`src/rtl/nrisc_pkg.sv`:
```
// rtl/nrisc_pkg.sv - shared encodings for the nrisc control FSM and its decoder
package nrisc_pkg;

    typedef enum logic [2:0] {
        S_FETCH = 3'd0,
        S_EXEC  = 3'd1,
        S_MEM   = 3'd2,
        S_HALT  = 3'd3,
        S_WAIT  = 3'd4,
        S_IRQ   = 3'd5
    } state_t;

    localparam logic [3:0] OP_SYS = 4'h0, OP_LW  = 4'h1, OP_SW  = 4'h2, OP_LI  = 4'h3;
    localparam logic [3:0] OP_JMP = 4'h4, OP_JZ  = 4'h5, OP_JC  = 4'h6, OP_JM  = 4'h7;
    localparam logic [3:0] OP_ADD = 4'h8, OP_SUB = 4'h9, OP_AND = 4'hA, OP_OR  = 4'hB;
    localparam logic [3:0] OP_XOR = 4'hC, OP_SHR = 4'hD, OP_SHL = 4'hE, OP_EXT = 4'hF;

    localparam logic [3:0] SUB_NOP  = 4'd0, SUB_HALT = 4'd1, SUB_WAIT = 4'd2, SUB_WAIT2 = 4'd3;
    localparam logic [3:0] SUB_CALL = 4'd4, SUB_RET  = 4'd5, SUB_RETI = 4'd6;
    localparam logic [3:0] SUB_EI   = 4'd7, SUB_DI   = 4'd8;

    localparam logic [3:0] ULA_ADD = 4'd0, ULA_SUB = 4'd1, ULA_AND = 4'd2, ULA_OR  = 4'd3;
    localparam logic [3:0] ULA_XOR = 4'd4, ULA_SHR = 4'd5, ULA_SHL = 4'd6, ULA_NOT = 4'd7;

    // Extended ALU op selector, taken from rf2[1:0]
    localparam logic [1:0] EXT_NOT = 2'd0, EXT_NOP = 2'd1, EXT_INC = 2'd2, EXT_DEC = 2'd3;

    localparam logic [1:0] PC_INC = 2'd0, PC_ULA = 2'd1, PC_STACK = 2'd2, PC_VECTOR = 2'd3;
    localparam logic [1:0] STK_NONE = 2'd0, STK_PUSH = 2'd1, STK_POP = 2'd2;

    // Flags arrive as {C, Z, M}
    function automatic logic branch_taken(input logic [3:0] op, input logic [2:0] flags);
        case (op)
            OP_JZ:   return flags[1];
            OP_JC:   return flags[2];
            OP_JM:   return flags[0];
            default: return 1'b0;
        endcase
    endfunction

endpackage

```
`src/rtl/nrisc_ctrl_decode.sv`:
```
// rtl/nrisc_ctrl_decode.sv - combinational control-word decode from state and IR
module nrisc_ctrl_decode
    import nrisc_pkg::*;
#(
    parameter int RA_W = 4
) (
    input  state_t               state,
    input  logic [4+3*RA_W-1:0]  ir,
    input  logic [2:0]           ula_flags,
    input  logic                 mem_ack,
    input  logic                 irq,
    input  logic                 ie,
    input  logic                 stack_full,
    input  logic                 stack_empty,
    output logic [3:0]           ula_ctrl,
    output logic                 ula_incdec,
    output logic [RA_W-1:0]      reg_rd,
    output logic [RA_W-1:0]      reg_rf1,
    output logic [RA_W-1:0]      reg_rf2,
    output logic                 reg_we,
    output logic                 imm_sel,
    output logic                 data_sel,
    output logic                 mem_req,
    output logic                 mem_we,
    output logic                 pc_en,
    output logic [1:0]           pc_ctrl,
    output logic [1:0]           stack_ctrl,
    output logic                 irq_ack
);
    localparam int INSTR_W = 4 + 3*RA_W;

    logic [3:0]      op;
    logic [3:0]      sub;
    logic [RA_W-1:0] rd, rf1, rf2;

    assign op  = ir[INSTR_W-1 -: 4];
    assign rd  = ir[3*RA_W-1 -: RA_W];
    assign rf1 = ir[2*RA_W-1 -: RA_W];
    assign rf2 = ir[RA_W-1:0];
    assign sub = ir[2*RA_W +: 4];

    always_comb begin
        ula_ctrl   = ULA_ADD;
        ula_incdec = 1'b0;
        reg_rd     = '0;
        reg_rf1    = '0;
        reg_rf2    = '0;
        reg_we     = 1'b0;
        imm_sel    = 1'b0;
        data_sel   = 1'b0;
        mem_req    = 1'b0;
        mem_we     = 1'b0;
        pc_en      = 1'b0;
        pc_ctrl    = PC_INC;
        stack_ctrl = STK_NONE;
        irq_ack    = 1'b0;
        case (state)
            S_EXEC: begin
                reg_rd  = rd;
                reg_rf1 = rf1;
                reg_rf2 = rf2;
                case (op)
                    OP_SYS: begin
                        case (sub)
                            SUB_HALT, SUB_WAIT, SUB_WAIT2: ;
                            SUB_CALL: if (!stack_full) begin
                                stack_ctrl = STK_PUSH;
                                pc_en      = 1'b1;
                                pc_ctrl    = PC_ULA;
                            end
                            SUB_RET, SUB_RETI: if (!stack_empty) begin
                                stack_ctrl = STK_POP;
                                pc_en      = 1'b1;
                                pc_ctrl    = PC_STACK;
                            end
                            default: pc_en = 1'b1;
                        endcase
                    end
                    OP_LW, OP_SW: ;
                    OP_LI: begin
                        imm_sel = 1'b1;
                        reg_we  = 1'b1;
                        pc_en   = 1'b1;
                    end
                    OP_JMP: begin
                        pc_en   = 1'b1;
                        pc_ctrl = PC_ULA;
                    end
                    OP_JZ, OP_JC, OP_JM: begin
                        pc_en   = 1'b1;
                        pc_ctrl = branch_taken(op, ula_flags) ? PC_ULA : PC_INC;
                    end
                    default: begin
                        pc_en  = 1'b1;
                        reg_we = 1'b1;
                        case (op)
                            OP_SUB: ula_ctrl = ULA_SUB;
                            OP_AND: ula_ctrl = ULA_AND;
                            OP_OR:  ula_ctrl = ULA_OR;
                            OP_XOR: ula_ctrl = ULA_XOR;
                            OP_SHR: ula_ctrl = {ir[0], ULA_SHR[2:0]};
                            OP_SHL: ula_ctrl = {ir[0], ULA_SHL[2:0]};
                            OP_EXT: begin
                                case (rf2[1:0])
                                    EXT_NOT: ula_ctrl = ULA_NOT;
                                    EXT_INC: ula_incdec = 1'b1;
                                    EXT_DEC: begin
                                        ula_ctrl   = ULA_SUB;
                                        ula_incdec = 1'b1;
                                    end
                                    default: reg_we = 1'b0;
                                endcase
                            end
                            default: ula_ctrl = ULA_ADD;
                        endcase
                    end
                endcase
            end
            S_MEM: begin
                mem_req = 1'b1;
                reg_rd  = rd;
                reg_rf1 = rf1;
                reg_rf2 = rf2;
                if (mem_ack) begin
                    pc_en = 1'b1;
                    if (op == OP_SW) begin
                        // Store data is read through the ALU as rd AND rd
                        mem_we   = 1'b1;
                        ula_ctrl = ULA_AND;
                        reg_rf1  = rd;
                        reg_rf2  = rd;
                    end else begin
                        reg_we   = 1'b1;
                        data_sel = 1'b1;
                    end
                end
            end
            S_WAIT: if (irq && !ie) pc_en = 1'b1;
            S_IRQ: if (!stack_full) begin
                stack_ctrl = STK_PUSH;
                pc_en      = 1'b1;
                pc_ctrl    = PC_VECTOR;
                irq_ack    = 1'b1;
            end
            default: ;
        endcase
    end

endmodule

```
`src/rtl/nrisc_ctrl_fsm.sv`:
```
// rtl/nrisc_ctrl_fsm.sv - nrisc control FSM: state, IR, interrupt enable, return-stack depth, MEM timeout
module nrisc_ctrl_fsm
    import nrisc_pkg::*;
#(
    parameter  int RA_W        = 4,
    parameter  int STACK_DEPTH = 8,
    parameter  int MEM_TIMEOUT = 15,
    localparam int INSTR_W     = 4 + 3*RA_W
) (
    input  logic               clk,
    input  logic               rst,
    input  logic [INSTR_W-1:0] instr_in,
    input  logic               instr_valid,
    input  logic [2:0]         ula_flags,
    input  logic               irq,
    input  logic               mem_ack,
    output logic [3:0]         ula_ctrl,
    output logic               ula_incdec,
    output logic [RA_W-1:0]    reg_rd,
    output logic [RA_W-1:0]    reg_rf1,
    output logic [RA_W-1:0]    reg_rf2,
    output logic               reg_we,
    output logic               imm_sel,
    output logic               data_sel,
    output logic               mem_req,
    output logic               mem_we,
    output logic               pc_en,
    output logic [1:0]         pc_ctrl,
    output logic [1:0]         stack_ctrl,
    output logic [2:0]         state,
    output logic               halted,
    output logic               irq_ack,
    output logic               err
);
    localparam int SPW = $clog2(STACK_DEPTH + 1);
    localparam int TW  = $clog2(MEM_TIMEOUT + 1);
    localparam logic [SPW-1:0] SP_MAX = SPW'(STACK_DEPTH);
    localparam logic [TW-1:0]  T_LAST = TW'(MEM_TIMEOUT - 1);

    state_t             state_q;
    logic [INSTR_W-1:0] ir;
    logic               ie;
    logic               err_q;
    logic [SPW-1:0]     sp;
    logic [TW-1:0]      tcnt;
    logic [3:0]         op;
    logic [3:0]         sub;
    logic               stack_full;
    logic               stack_empty;

    assign op          = ir[INSTR_W-1 -: 4];
    assign sub         = ir[2*RA_W +: 4];
    assign stack_full  = (sp == SP_MAX);
    assign stack_empty = (sp == '0);
    assign state       = state_q;
    assign halted      = (state_q == S_HALT);
    assign err         = err_q;

    always_ff @(posedge clk or posedge rst) begin
        if (rst) begin
            state_q <= S_FETCH;
            ir      <= '0;
            ie      <= 1'b0;
            sp      <= '0;
            err_q   <= 1'b0;
            tcnt    <= '0;
        end else begin
            case (state_q)
                S_FETCH: begin
                    if (irq && ie) begin
                        state_q <= S_IRQ;
                    end else if (instr_valid) begin
                        ir      <= instr_in;
                        state_q <= S_EXEC;
                    end
                end
                S_EXEC: begin
                    state_q <= S_FETCH;
                    case (op)
                        OP_SYS: begin
                            case (sub)
                                SUB_HALT:            state_q <= S_HALT;
                                SUB_WAIT, SUB_WAIT2: state_q <= S_WAIT;
                                SUB_CALL: begin
                                    if (stack_full) begin
                                        err_q   <= 1'b1;
                                        state_q <= S_HALT;
                                    end else begin
                                        sp <= sp + SPW'(1);
                                    end
                                end
                                SUB_RET, SUB_RETI: begin
                                    if (stack_empty) begin
                                        err_q   <= 1'b1;
                                        state_q <= S_HALT;
                                    end else begin
                                        sp <= sp - SPW'(1);
                                        if (sub == SUB_RETI) ie <= 1'b1;
                                    end
                                end
                                SUB_EI:  ie <= 1'b1;
                                SUB_DI:  ie <= 1'b0;
                                default: ;
                            endcase
                        end
                        OP_LW, OP_SW: begin
                            state_q <= S_MEM;
                            tcnt    <= '0;
                        end
                        default: ;
                    endcase
                end
                S_MEM: begin
                    // An ack on the last allowed cycle still completes the access
                    if (mem_ack) begin
                        state_q <= S_FETCH;
                    end else if (tcnt == T_LAST) begin
                        err_q   <= 1'b1;
                        state_q <= S_HALT;
                    end else begin
                        tcnt <= tcnt + TW'(1);
                    end
                end
                S_WAIT: if (irq) state_q <= ie ? S_IRQ : S_FETCH;
                S_IRQ: begin
                    if (stack_full) begin
                        err_q   <= 1'b1;
                        state_q <= S_HALT;
                    end else begin
                        sp      <= sp + SPW'(1);
                        ie      <= 1'b0;
                        state_q <= S_FETCH;
                    end
                end
                S_HALT:  state_q <= S_HALT;
                default: state_q <= S_FETCH;
            endcase
        end
    end

    nrisc_ctrl_decode #(.RA_W(RA_W)) u_decode (
        .state       (state_q),
        .ir          (ir),
        .ula_flags   (ula_flags),
        .mem_ack     (mem_ack),
        .irq         (irq),
        .ie          (ie),
        .stack_full  (stack_full),
        .stack_empty (stack_empty),
        .ula_ctrl    (ula_ctrl),
        .ula_incdec  (ula_incdec),
        .reg_rd      (reg_rd),
        .reg_rf1     (reg_rf1),
        .reg_rf2     (reg_rf2),
        .reg_we      (reg_we),
        .imm_sel     (imm_sel),
        .data_sel    (data_sel),
        .mem_req     (mem_req),
        .mem_we      (mem_we),
        .pc_en       (pc_en),
        .pc_ctrl     (pc_ctrl),
        .stack_ctrl  (stack_ctrl),
        .irq_ack     (irq_ack)
    );

endmodule

```
`config.mk`:
```
export PLATFORM = sky130hd
export DESIGN_NAME = nrisc_ctrl_fsm
export DESIGN_NICKNAME = d
export VERILOG_FILES = /design/src/rtl/nrisc_pkg.sv /design/src/rtl/nrisc_ctrl_decode.sv /design/src/rtl/nrisc_ctrl_fsm.sv
export SDC_FILE = /design/constraint.sdc
export NUM_CORES = 1
export LEC_CHECK = 0
export ABC_AREA = 0
export CAP_MARGIN = 15
export CORE_UTILIZATION = 50
export CTS_BUF_LIST = sky130_fd_sc_hd__clkbuf_8
export DETAILED_ROUTE_END_ITERATION = 8
export PLACE_DENSITY = 0.83
export SLEW_MARGIN = 20
export SYNTH_ARGS = -nofsm -noshare
export SYNTH_HDL_FRONTEND = slang
export SYNTH_SLANG_ARGS = --single-unit
```
`constraint.sdc`:
```
create_clock -name clk -period 2.4 [get_ports clk]
set_clock_uncertainty 0.05 [all_clocks]
set_input_delay 0.48 -clock clk [delete_from_list [all_inputs] [get_ports clk]]
set_output_delay 0.48 -clock clk [all_outputs]
set_load 0.02 [all_outputs]
```
==> flow_metrics.tcl <==
set metrics [dict create \
    status "complete, but fails checks" \
    violations "setup timing" \
    hp-class "flip-flop to flip-flop" \
    syn_avg_cell_area_um2 9.140 \
    drtIter0Drc 212 \
    min_from "err" \
    core-area_mm2 0.003799 \
    crit_required_ns 1.87 \
    ys_async_sr_fraction_pct 100.0 \
    grt_max_degree 30 \
    timing.fmax_ghz 0.3993 \
    worst_slack_ns -0.1041 \
    cts_tree "done" \
    startpoint_type "flip-flop" \
    syn-num-nets 258 \
    max-vdd-ir-drop_mv 0.8608 \
    cts.clk_slew.worst_paths_ns 0.07 \
    cap_violations 0 \
    fp.dieH_um 66.28 \
    grt_pass1_wl_um 10930 \
    yosysWarnings 0 \
    yosysUniqueCellTypes 54 \
    finalCriticalPeriod_ns 2.504 \
    rsz0062_at_grt "true" \
    dp_hpwl_um 4432 \
    ys_top_cells_by_count "dfrtp_1 (29), nor2_1 (22), mux2_2 (17)" \
    min_period_over_period_pct 104.3 \
    cts_buffers 5 \
    first_global_vias 2380 \
    totalWireLength_um 7836 \
    port_buffers 56 \
    start_util_pct 54.38 \
    h-tree-depth 2 \
    layout-drive-gt1-share_pct 44.87 \
    postRouteAntennaNets 0 \
    path_buf_inv 3 \
    cp_max_fo 4 \
    finalMaxSlewViolations 0 \
    synth_enable_flop_cells 0 \
    cts_sinks 29 \
    synth_most_common_cell "dfrtp_1" \
    std_cell_rows 22 \
    grt_overflow 0 \
    via_count 2431 \
    relSlewSlack_pct 66.53 \
    p_per_area_mw_per_mm2 1419 \
    cp-end-kind "output port" \
    worstSetupPathType "flip-flop to output port" \
    hold_viol 0 \
    antenna_found_initial 0 \
    crit_path_top_delay_cell "dfrtp_1" \
    area_delta_synth_final_pct 58.15 \
    crit_chain "inv_2 -> ha_4 -> nand3b_1 -> buf_4 -> nand3_2 -> nand3_2 -> nor3_4 -> o221ai_2 -> buf_4" \
    num_io_pins 57 \
    synth_seq_cells 29 \
    cp-startpoint "sp[0]" \
    crit_family "simple AND/OR/NAND/NOR gates" \
    clock_latency_ns 0.29 \
    drc 0 \
    wl_per_cell_um 20.14 \
    place_ws_ns -0.3263 \
    yosys-top-cells-area "dfrtp_1 (35%), mux2_2 (9.3%), ha_1 (4.8%)" \
    arrival_ns 1.97 \
    grt_usage_pct 33.55 \
    yosys.area.top_type "dfrtp_1" \
    die_w_um 66.28 \
    diodes 0 \
    firstDrtPassIters 5 \
    place_congestion 0.9000 \
    syn_inst 226 \
    rr_startpoint "sp[0]" \
    root_buffer "clkbuf_8" \
    fin_hold_ws_ns 0.4288 \
    synth_top_area_share_pct 35.13 \
    ys.flop_type "dfrtp_1" \
    cts_hold_buffers 0 \
    slowest_delay_ns 0.40 \
    fillers 161 \
    power_leakage_nw 1.543 \
    power_mw 4.636 \
    clockBufferDepth 2 \
    setup_viol 4 \
    tightest_slew_ns 0.5013 \
    dieArea_mm2 0.004392 \
    final_nets 372 \
    seq_area_frac_synth_pct 35.13 \
    viasPerCell 6.249 \
    syn-cell-area_mm2 0.002066 \
]
## layout by cell type (no fill, tap or decap), types with 4 or more instances in the layout
cell type,n
buf_4,63
clkbuf_2,8
dfrtp_1,28
clkbuf_8,5
ha_1,7
o21ai_0,8
nand3_1,6
nand3_2,4
a21oi_1,9
inv_1,8
nand2_1,14
mux2_2,17
buf_2,11
clkdlybuf4s50_1,27
nor3_1,4
nor2_1,20
a22o_1,8
## metal layers
layer	share of wire, %	wire, um	GRT usage (%)
met1	39	3030	37.13
met2	48	3775	58.93
met3	8.1	631	8.448
met4	5.1	399	17.02
met5	0	0	0
## stage by stage
stage | setup TNS (ns) | util (%) | instances | area, um2
2_1_floorplan | 0 | - | 226 | 2074
3_3_place_gp | -3.169 | 79.15 | 365 | 3007
3_5_place_dp | -3.383 | 79.15 | 365 | 3007
4_1_cts | -0.03705 | 83.76 | 386 | 3182
5_1_grt | -0.4927 | 86.00 | 389 | 3267
6_report | -0.1424 | 86.00 | 389 | 3267
## path summary, 6_finish.rpt
path / to / slack, ns / cells past startpoint
max: pc_en / -0.10 / 9
min reg2reg: err / 0.43 / 1
min in group asynchronous: err / 0.51 / 3
min: err / 0.43 / 1
max in group asynchronous: ir[0] / 1.49 / 3
max reg2reg: state[0] / -0.03 / 14
## cells by family (layout without fill, tap and decap cells)
group                      count (synthesis)  count (layout)  share of synthesized area, %
AOI/OAI and AO/OA                         49              49                         16.60
xor gates and xnor gates                   7               7                         2.968
adders and majority gates                  8               8                         4.846
buffers and inverters                     25             140                         5.148
DFF                                       29              29                         35.13
muxes                                     19              19                         10.24
and+or+nand+nor                           89              89                         25.08
## power breakdown
part / total [mW] / internal, mW / leakage [nW] / switching [mW]
clock: 0.521 / 0.310 / 0.0543 / 0.210
combinational: 3.15 / 1.47 / 1.13 / 1.68
sequential: 0.964 / 0.713 / 0.355 / 0.251
## cell type report
class                           instances  area (um2)  area share [%]
Multi-Input combinational cell        172        1354           41.44
Timing Repair Buffer                  120       962.2           29.45
Sequential cell                        29       726.9           22.25
Clock buffer                            5       68.82           2.106
Tap cell                               48       60.06           1.838
Inverter                               12       48.80           1.494
Clock inverter                          3       46.29           1.417
## sequential cells by signal, indices dropped and copies added (netlist names)
register	cells
err	1
ie	1
ir	16
sp	4
state	3
tcnt	4
## repair_timing
| action | in CTS | in global routing |
|---|---|---|
| setup buffers | 13 | 5 |
| resized for setup | 82 | 46 |
| pin swaps | 6 | 8 |
| setup endpoints to repair | 28 | 27 |
No activity file was read; power rests on OpenSTA's default activity.
